===== config.mk =====
export PLATFORM = sky130hd
export DESIGN_NAME = mc_ctrl
export DESIGN_NICKNAME = d
export VERILOG_FILES = /design/src/rtl/mips_pkg.sv /design/src/rtl/mc_alu_dec.sv /design/src/rtl/mc_ctrl.sv
export SDC_FILE = /design/constraint.sdc
export NUM_CORES = 1
export LEC_CHECK = 0
export CELL_PAD_IN_SITES_DETAIL_PLACEMENT = 1
export CELL_PAD_IN_SITES_GLOBAL_PLACEMENT = 2
export CORE_ASPECT_RATIO = 0.75
export CORE_MARGIN = 2
export CORE_UTILIZATION = 32
export DETAILED_ROUTE_END_ITERATION = 12
export PLACE_DENSITY = 0.78
export SYNTH_ARGS = -nofsm -noshare
export SYNTH_HDL_FRONTEND = slang
export SYNTH_HIERARCHICAL = 1
export SYNTH_SLANG_ARGS = --single-unit

===== constraint.sdc =====
create_clock -name clk -period 2 [get_ports clk]
set_input_delay 0.4 -clock clk [delete_from_list [all_inputs] [get_ports clk]]
set_output_delay 0.4 -clock clk [all_outputs]
set_load 0.01 [all_outputs]

===== src/rtl/mips_pkg.sv =====
// mips_pkg: constants and types shared by the MIPS control blocks.
//
// Contents:
//   *_op     six-bit opcode values
//   *_f      six-bit R-type function-field values
//   alu_*    five-bit ALU operation codes. Wider ALU-op buses zero-extend these codes.
//   pc_*     PC source select values
//   state_t  multi-cycle controller state encoding
//   uses_imm helper that flags opcodes whose ALU B operand is the immediate
//
// Configuration macro: MC_CTRL_MULDIV_EN. It enables the mult/div decode in the users of
// this package. The constants themselves are always present.
package mips_pkg;

    // Opcodes
    localparam logic [5:0] rtype_op = 6'b000000;
    localparam logic [5:0] j_op     = 6'b000010;
    localparam logic [5:0] beq_op   = 6'b000100;
    localparam logic [5:0] addi_op  = 6'b001000;
    localparam logic [5:0] ori_op   = 6'b001101;
    localparam logic [5:0] lw_op    = 6'b100011;
    localparam logic [5:0] sw_op    = 6'b101011;

    // R-type function fields
    localparam logic [5:0] add_f  = 6'b100000;
    localparam logic [5:0] addu_f = 6'b100001;
    localparam logic [5:0] subu_f = 6'b100011;
    localparam logic [5:0] and_f  = 6'b100100;
    localparam logic [5:0] or_f   = 6'b100101;
    localparam logic [5:0] slt_f  = 6'b101010;
    localparam logic [5:0] mult_f = 6'b011000;
    localparam logic [5:0] div_f  = 6'b011010;

    // ALU operation codes
    localparam logic [4:0] alu_add  = 5'b00000;
    localparam logic [4:0] alu_addu = 5'b00001;
    localparam logic [4:0] alu_subu = 5'b00010;
    localparam logic [4:0] alu_and  = 5'b00011;
    localparam logic [4:0] alu_or   = 5'b00100;
    localparam logic [4:0] alu_slt  = 5'b00101;
    localparam logic [4:0] alu_mult = 5'b00110;
    localparam logic [4:0] alu_div  = 5'b00111;

    // PC source selects
    localparam logic [1:0] pc_seq    = 2'd0;
    localparam logic [1:0] pc_branch = 2'd1;
    localparam logic [1:0] pc_jump   = 2'd2;

    typedef enum logic [2:0] {
        FETCH,
        DECODE,
        EXEC,
        MEM,
        WB,
        HALT,
        MDWAIT
    } state_t;

    // Every I-type instruction except beq feeds the extended immediate into ALU input B.
    // beq compares two registers instead.
    function automatic logic uses_imm(input logic [5:0] op);
        return (op == addi_op) || (op == ori_op) || (op == lw_op) || (op == sw_op);
    endfunction

endpackage


===== src/rtl/mc_alu_dec.sv =====
// mc_alu_dec: purely combinational instruction decoder. It maps op/funct to an ALU
// operation code and a legality flag. It has no state, so other cores can reuse it.
//
// Parameters:
//   ALUOP_W  width of the aluop output. It must be at least 5, and the codes are
//            zero-extended to this width.
// Ports:
//   op     in   6        opcode
//   funct  in   6        R-type function field
//   aluop  out  ALUOP_W  ALU operation code. It is meaningless when legal is 0.
//   legal  out  1        1 when the op/funct pair is a supported instruction
//
// Configuration macro: MC_CTRL_MULDIV_EN. It adds the mult/div function codes. Without
// it, those function codes decode as illegal.
module mc_alu_dec
    import mips_pkg::*;
#(
    parameter int ALUOP_W = 5
) (
    input  logic [5:0]         op,
    input  logic [5:0]         funct,
    output logic [ALUOP_W-1:0] aluop,
    output logic               legal
);

    logic [4:0] code;

    // Decode the opcode first. The function field only matters for R-type instructions.
    // A jump does not use the ALU, so its code is a harmless add.
    always_comb begin
        code  = alu_add;
        legal = 1'b1;
        case (op)
            rtype_op: begin
                case (funct)
                    add_f:   code = alu_add;
                    addu_f:  code = alu_addu;
                    subu_f:  code = alu_subu;
                    and_f:   code = alu_and;
                    or_f:    code = alu_or;
                    slt_f:   code = alu_slt;
`ifdef MC_CTRL_MULDIV_EN
                    mult_f:  code = alu_mult;
                    div_f:   code = alu_div;
`endif
                    default: legal = 1'b0;
                endcase
            end
            lw_op, sw_op, addi_op: code = alu_add;
            ori_op:                code = alu_or;
            beq_op:                code = alu_subu;
            j_op:                  code = alu_add;
            default:               legal = 1'b0;
        endcase
        aluop = ALUOP_W'(code);
    end

endmodule


===== src/rtl/mc_ctrl.sv =====
// mc_ctrl: multi-cycle MIPS controller. It steps each instruction through the states
// FETCH / DECODE / EXEC / MEM / WB and handshakes with memory through mem_req and
// mem_ready. It drives the datapath strobes and mux selects, and it raises a sticky
// illegal flag when it sees an unknown instruction or a memory timeout.
//
// Every output is a register. Each output reflects the state the controller has just
// entered, so a strobe caused by a decision in one state becomes visible in the
// following cycle. The IR datapath is expected to present the newly fetched instruction
// on op/funct during DECODE.
//
// Parameters:
//   ALUOP_W  ALU-op width. It must be at least 5.
//   MEM_TO   maximum number of cycles to wait on mem_ready before the timeout error.
//            It must be at least 1.
// Ports:
//   clk, rst    clock (rising edge) and asynchronous active-high reset
//   op, funct   instruction fields, sampled in DECODE
//   zero        ALU zero flag, used by beq in EXEC
//   mem_ready   completion strobe for the outstanding memory request
//   mem_req     memory request, held until mem_ready
//   mem_we      store qualifier, valid while mem_req is high
//   ir_we       IR load pulse
//   pc_we       PC write pulse
//   pc_src      PC source select
//   reg_we      register-file write pulse
//   reg_dst     register-file write select (rd or rt)
//   mem_to_reg  write-back data select (load data or ALU result)
//   alu_src_b   ALU B-operand select
//   aluop       ALU operation code, valid from EXEC through WB
//   illegal     sticky error flag
//   md_done     multiply/divide completion. This port exists only with MC_CTRL_MULDIV_EN.
//
// Configuration macro: MC_CTRL_MULDIV_EN. It adds mult/div and the MDWAIT state.
module mc_ctrl #(
    parameter int ALUOP_W = 5,
    parameter int MEM_TO  = 8
) (
    input  logic               clk,
    input  logic               rst,
    input  logic [5:0]         op,
    input  logic [5:0]         funct,
    input  logic               zero,
    input  logic               mem_ready,
    output logic               mem_req,
    output logic               mem_we,
    output logic               ir_we,
    output logic               pc_we,
    output logic [1:0]         pc_src,
    output logic               reg_we,
    output logic               reg_dst,
    output logic               mem_to_reg,
    output logic               alu_src_b,
    output logic [ALUOP_W-1:0] aluop,
    output logic               illegal
`ifdef MC_CTRL_MULDIV_EN
    ,
    input  logic               md_done
`endif
);

    import mips_pkg::*;

    localparam int CNT_W = $clog2(MEM_TO + 1);

    state_t             state;
    logic [5:0]         op_q;
    logic [CNT_W-1:0]   wait_cnt;
    logic [ALUOP_W-1:0] dec_aluop;
    logic               dec_legal;
    logic               timeout;

    mc_alu_dec #(
        .ALUOP_W(ALUOP_W)
    ) u_dec (
        .op    (op),
        .funct (funct),
        .aluop (dec_aluop),
        .legal (dec_legal)
    );

    // wait_cnt holds the number of cycles already spent waiting. The cycle now in
    // progress is the final allowed cycle when wait_cnt reaches MEM_TO-1.
    assign timeout = (wait_cnt == CNT_W'(MEM_TO - 1));

    // This single block updates the state register, the wait counter and all registered
    // outputs.
    //
    // The pulse strobes return to 0 on every clock edge unless a transition sets them.
    //
    // FETCH is entered from reset with mem_req still low. The first FETCH cycle only
    // raises the request. Any mem_ready seen while mem_req is low is stale and ignored.
    //
    // When mem_ready arrives in the same cycle as the timeout, the completion is checked
    // first and wins.
    always_ff @(posedge clk or posedge rst) begin
        if (rst) begin
            state      <= FETCH;
            op_q       <= '0;
            wait_cnt   <= '0;
            mem_req    <= 1'b0;
            mem_we     <= 1'b0;
            ir_we      <= 1'b0;
            pc_we      <= 1'b0;
            pc_src     <= pc_seq;
            reg_we     <= 1'b0;
            reg_dst    <= 1'b0;
            mem_to_reg <= 1'b0;
            alu_src_b  <= 1'b0;
            aluop      <= '0;
            illegal    <= 1'b0;
        end else begin
            ir_we  <= 1'b0;
            pc_we  <= 1'b0;
            reg_we <= 1'b0;
            case (state)
                FETCH: begin
                    mem_we <= 1'b0;
                    if (!mem_req) begin
                        mem_req <= 1'b1;
                    end else if (mem_ready) begin
                        state    <= DECODE;
                        mem_req  <= 1'b0;
                        ir_we    <= 1'b1;
                        pc_we    <= 1'b1;
                        pc_src   <= pc_seq;
                        wait_cnt <= '0;
                    end else if (timeout) begin
                        state    <= HALT;
                        mem_req  <= 1'b0;
                        illegal  <= 1'b1;
                        wait_cnt <= '0;
                    end else begin
                        wait_cnt <= wait_cnt + CNT_W'(1);
                    end
                end
                DECODE: begin
                    op_q <= op;
                    if (!dec_legal) begin
                        state   <= HALT;
                        illegal <= 1'b1;
                    end else if (op == j_op) begin
                        state   <= FETCH;
                        pc_we   <= 1'b1;
                        pc_src  <= pc_jump;
                        mem_req <= 1'b1;
                    end else begin
                        state     <= EXEC;
                        aluop     <= dec_aluop;
                        alu_src_b <= uses_imm(op);
                    end
                end
                EXEC: begin
                    if (op_q == beq_op) begin
                        state   <= FETCH;
                        pc_we   <= zero;
                        pc_src  <= pc_branch;
                        mem_req <= 1'b1;
                    end else if (op_q == lw_op || op_q == sw_op) begin
                        state   <= MEM;
                        mem_req <= 1'b1;
                        mem_we  <= (op_q == sw_op);
                    end
`ifdef MC_CTRL_MULDIV_EN
                    else if (op_q == rtype_op &&
                             (aluop == ALUOP_W'(alu_mult) || aluop == ALUOP_W'(alu_div))) begin
                        state <= MDWAIT;
                    end
`endif
                    else begin
                        state      <= WB;
                        reg_we     <= 1'b1;
                        reg_dst    <= (op_q == rtype_op);
                        mem_to_reg <= 1'b0;
                    end
                end
                MEM: begin
                    if (mem_ready) begin
                        wait_cnt <= '0;
                        mem_we   <= 1'b0;
                        if (op_q == sw_op) begin
                            state <= FETCH;
                        end else begin
                            state      <= WB;
                            mem_req    <= 1'b0;
                            reg_we     <= 1'b1;
                            reg_dst    <= 1'b0;
                            mem_to_reg <= 1'b1;
                        end
                    end else if (timeout) begin
                        state    <= HALT;
                        mem_req  <= 1'b0;
                        mem_we   <= 1'b0;
                        illegal  <= 1'b1;
                        wait_cnt <= '0;
                    end else begin
                        wait_cnt <= wait_cnt + CNT_W'(1);
                    end
                end
                WB: begin
                    state   <= FETCH;
                    mem_req <= 1'b1;
                end
`ifdef MC_CTRL_MULDIV_EN
                MDWAIT: begin
                    if (md_done) begin
                        state   <= FETCH;
                        mem_req <= 1'b1;
                    end
                end
`endif
                HALT: begin
                    state <= HALT;
                end
                default: begin
                    state   <= HALT;
                    illegal <= 1'b1;
                end
            endcase
        end
    end

endmodule


Yosys cells after proc, flatten, opt, wreduce, memory -nomap -nowiden. Index checks and enable logic that the tools add are counted.

Add/sub/neg operators: 1. Eq/ne operators: 35. Muxes and demuxes: 65. Bitwise logic cells: 2. Reductions and logical operators: 22.

Operators by type and width (number): 6-bit equality test, second input constant (10); 1-bit two-way mux (35); 3-bit one-hot mux with 5 select lines (2); 3-bit two-way mux (8); 2-bit != test, second input constant (11); 5-bit one-hot mux with 3 select lines (1); 6-bit by 3-bit equality test with 1-bit output, second input constant (2); 6-bit by 4-bit equality test with 1-bit output, second input constant (2); 6-bit logical NOT (2); 2-bit two-way mux (6); 4-bit two-way mux (3); 6-bit AND reduction (2); 6-bit OR reduction (2); 3-bit != test, second input constant (3); 1-bit one-hot mux with 2 select lines (4); 4-bit one-hot mux with 2 select lines (1); 3-bit by 2-bit equality test with 1-bit output, second input constant (2); 3-bit equality test, second input constant (2); 6-bit by 2-bit equality test with 1-bit output, second input constant (1); 1-bit one-hot mux with 3 select lines (2); 2-bit one-hot mux with 3 select lines (1); 3-bit AND reduction (2); 3-bit nonzero test (2); 1-bit one-hot mux with 5 select lines (1); 13 further kinds (18).

Register bits: 29. Output and inout port bits: 16. Logic and storage cells: 139.

Logic depth before layout (Yosys ltp).
Word-level depth: 6. Mapped depth: 8.

Modules after synthesis. The synthesis kept the hierarchy.

Modules (own cells, without submodules): mc_ctrl (times used 1, cells each 167, area an instance 1571.5 µm², seq. area each 725.7 µm²); mc_alu_dec (times used 1, cells each 34, area an instance 222.7 µm², seq. area each 0.0 µm²).

Least setup slack after synthesis. No wires, ideal clock.

Path type: input-to-reg. Start: input port funct[0]. End: register mem_req. Arrival: 2.077 ns. Path slack: -0.205 ns. Stages: 8. Cell sequence: or3b_1 -> a211oi_2 -> a311oi_1 -> o22ai_1 -> a31oi_1 -> o21ai_0 -> o211ai_1 -> mux2_1.

Word-level cells in the longest chain between the ends: 6. Elaborated cells on any way between the ends: 11. Those cells by class: 7 x eq/ne; 2 x mux; 2 x reduce/logical.

RTL lines: start: declaration (line mc_ctrl.sv:41) `input logic [5:0] funct,`; 6-bit equality test (line mc_alu_dec.sv:35) `case (funct)`; 6-bit OR reduction (no line) (*); 1-bit two-way mux (*) (line mc_alu_dec.sv:35); 1-bit one-hot mux with 2 select lines (*) (line mc_alu_dec.sv:33) `case (op)`; via dec_legal (line mc_ctrl.sv:69) `logic dec_legal;`; 2-bit != test (no line) (*); 6-bit AND reduction (no line) (*); end signal: assignment (line mc_ctrl.sv:100) `mem_req <= 1'b0;`; end signal: assignment (line mc_ctrl.sv:119) `mem_req <= 1'b1;`; end signal: assignment (line mc_ctrl.sv:122) `mem_req <= 1'b0;`; end: declaration (line mc_ctrl.sv:44) `output logic mem_req,`.

Mark *: on every way through the listed nets, which the timed path passes. The rest lies on a longest branch. A chain may end at the register's enable or synchronous reset.

Worst setup path in the final report. Ends and elaborated chain as after synthesis.

==> results.json <==
{
  "status": "completed",
  "synth_simple_gate_area_share_pct": 30.2,
  "dp_slack_ps": -737,
  "grt_pass1_wl_mm": 9.24,
  "track_usage_pct": 19.3,
  "drc_errors": 0,
  "clock_skew_ps": 7.34,
  "synth.distinct_cells": 58,
  "holdWs_ps": 472,
  "timing.final.crit_share_pct": 99.8,
  "drt_iter0_drc": 77,
  "layout_setup_ws_ps": 4.32,
  "synth.area.mux_share_pct": 5.44,
  "wirelength_mm": 5.60,
  "required_ps": 2170,
  "cp-end-kind": "register",
  "worstSkewPairLatency_ps": 280,
  "startpoint_type": "input port",
  "rsz0062_at_grt": "true",
  "netlist_area_um2": 1790,
  "synth_top_cell_by_area": "dfrtp_1",
  "fmax_ghz": 0.501,
  "coreArea_um2": 5380,
  "grt_max_degree": 30,
  "synth_warnings": 6,
  "diodes": 0,
  "layout-drive-gt1-share_pct": 27.6,
  "top_regs": "op_q x6, aluop x5, wait_cnt x4",
  "synth_top_family_by_area": "simple AND/OR/NAND/NOR gates",
  "clock_sinks": 29,
  "cts_tree": "yes",
  "r2r_start": "wait_cnt[0]",
  "placed_cells": 330,
  "hpwl_mm": 3.92,
  "die_width_um": 90.5,
  "num_vias": 1731,
  "wl_per_cell_um": 16.1,
  "antenna_left": 0,
  "crit_path_start": "funct[0]",
  "min_from": "aluop[3]",
  "critical_path_class": "in2reg",
  "die-area_um2": 6230,
  "largest_register": "op_q",
  "async_flop_share_pct": 100,
  "cts.clk_slew.worst_paths_ps": 60,
  "cts_max_level": 2,
  "synthFlopType": "dfrtp_1",
  "nNetsFinal": 288,
  "ios": 32,
  "hold_viol": 0,
  "worst-path-max-fanout": 5,
  "slew_viol_final": 0,
  "cap_violations": 0,
  "postCtsHoldBufs": 0,
  "netlist.area_leader.share_pct": 40.4,
  "period_minus_slack_ps": 2000,
  "synth_area_leaders": "dfrtp_1 (40%), nand2_1 (7.1%), o21ai_0 (3.3%), mux2_2 (3.1%), nor2_1 (2.7%)",
  "largest_reg_flops": 6,
  "cts_buffers": 5,
  "cts_root_buf": "clkbuf_8",
  "worstHoldPathType": "reg2reg",
  "p_leak_nw": 1.16,
  "power.density_nw_per_um2": 979,
  "initial_core_util_pct": 33.3,
  "tightest_slew_ps": 643,
  "dr.pass1.iters": 4,
  "gp_congestion": 0.807,
  "antenna_found_initial": 0,
  "synth_seq_cells": 29,
  "overflow": 0,
  "synth_adder_area_share_pct": 0.697,
  "portBuffers": 31,
  "synthXorXnorAreaFrac_pct": 0.488,
  "layout.cells.non_filler": 347,
  "synth-seq-area-share_pct": 40.4,
  "syn_avg_cell_area_um2": 8.93,
  "synth_compound_area_share_pct": 18.3,
  "setup_viol": 0,
  "ir_drop_v": 0.000543,
  "clockBufferDepth": 2,
  "synth_cells": 201,
  "slew_headroom_pct": 57.1,
  "area_growth_pct": 47.0,
  "die_h_um": 68.8,
  "row_count": 23,
  "viasPerCell": 4.99,
  "synth_edf_count": 0,
  "grt_pass1_vias": 1792,
  "crit_arrival_ps": 2160
}
[power breakdown]
group,leakage [nW],internal (mW),switching [mW]
Sequential,0.371,0.751,0.253
Clock,0.0585,0.406,0.224
Combinational,0.735,0.515,0.433
[area by class of cell]
cell class / instances / area, µm²
Timing Repair Buffer: 71 / 626
Tap cell: 75 / 93.8
Clock buffer: 7 / 86.3
Multi-Input combinational cell: 157 / 1050
Sequential cell: 29 / 726
Fill cell: 652 / 2740
Clock inverter: 1 / 30.0
Inverter: 7 / 26.3
[layout by cell type, fill, tap and decap left out, types with 2 or more instances in the layout]
| cell | instances |
|---|---|
| o22ai_1 | 3 |
| or3b_1 | 2 |
| nor2_1 | 13 |
| a32oi_1 | 2 |
| clkdlybuf4s15_1 | 2 |
| and2_1 | 4 |
| nand4b_1 | 2 |
| nor2b_1 | 4 |
| nand2_1 | 34 |
| mux2_2 | 5 |
| o21ai_0 | 10 |
| a21oi_2 | 2 |
| mux2i_1 | 2 |
| inv_1 | 7 |
| dlymetal6s2s_1 | 3 |
| clkbuf_8 | 6 |
| nand3b_1 | 4 |
| buf_4 | 38 |
| conb_1 | 2 |
| dlygate4sd2_1 | 2 |
| and3_1 | 3 |
| o21ai_1 | 5 |
| dfrtp_1 | 29 |
| nor4b_1 | 2 |
| clkdlybuf4s50_1 | 20 |
| a31oi_1 | 3 |
| a21oi_1 | 5 |
| nand3_1 | 6 |
| nand2b_1 | 6 |
| buf_6 | 4 |
[final timing paths]
kind                       slack, ps  depth (start not counted)        to
hold / removal                   470                          2  aluop[3]
setup reg to reg                 180                          6   mem_req
min in group asynchronous        500                          3     pc_we
setup / recovery                   4                         11   mem_req
max in group asynchronous       1220                          3   op_q[5]
hold reg to reg                  470                          2  aluop[3]
[synth_stat cells, types with 2 or more instances]
cell and n:
o21ai_1 3, mux2i_1 3, a32oi_1 2, buf_2 3, nor4b_1 2, nor2_1 13, dfrtp_1 29, nand3_1 6
nand4b_1 2, and2_1 4, a21oi_1 5, inv_1 7, nand2_1 34, or3b_1 3, clkbuf_1 3, nand3b_1 4
o22ai_1 4, o21ai_0 12, buf_4 3, nor3_1 2, mux2_2 5, and3_1 3, a31oi_1 4, a21oi_2 2
nand2b_1 7, nor2b_1 4
[per-layer routing]
metal	GRT usage, %	vias to the layer above	wire length, µm	part of all wire (%)
met1	27.1	831	2960	53
li1	-	865	-	-
met5	0	-	0	0
met3	4.24	7	172	3.1
met2	29.8	28	2410	43
met4	6.35	0	65	1.2
[what timing repair did]
| item | CTS | global route |
|---|---|---|
| pin swaps | 7 | 9 |
| endpoints found under the setup margin | 14 | 9 |
| gates cloned | 0 | 0 |
| resized for setup | 23 | 19 |
| buffers inserted | 7 | 3 |
[critical path, cell delays in order]
cell	delay, ps
buf_8	100
buf_4	120
buf_4	130
nand3b_1	140
a211oi_4	90
a311oi_2	250
o22ai_2	160
a31oi_2	230
o21ai_1	90
o211ai_1	120
mux2_1	340
[per-stage QoR]
stage | setup TNS [ps] | utilization, % | cell area (µm²) | total power [mW]
floorplan | -60.5 | - | 1800 | 1.54
global placement | -6700 | 44.5 | 2390 | 1.91
detailed placement | -7540 | 44.5 | 2390 | 1.94
CTS | 0 | 47.7 | 2570 | 2.59
global route | -142 | 49.0 | 2640 | 2.77
finish | 0 | 49.0 | 2640 | 2.58
[cells by family after synthesis]
group | after synthesis
AND/OR/NAND/NOR | 96
AO/OA/AOI/OAI | 48
flip-flops | 29
buffers and inverters | 16
multiplexers | 9
adder cells (fa/ha/maj) | 1
other | 1
XOR/XNOR | 1
Power figures use the tool's default switching activity.
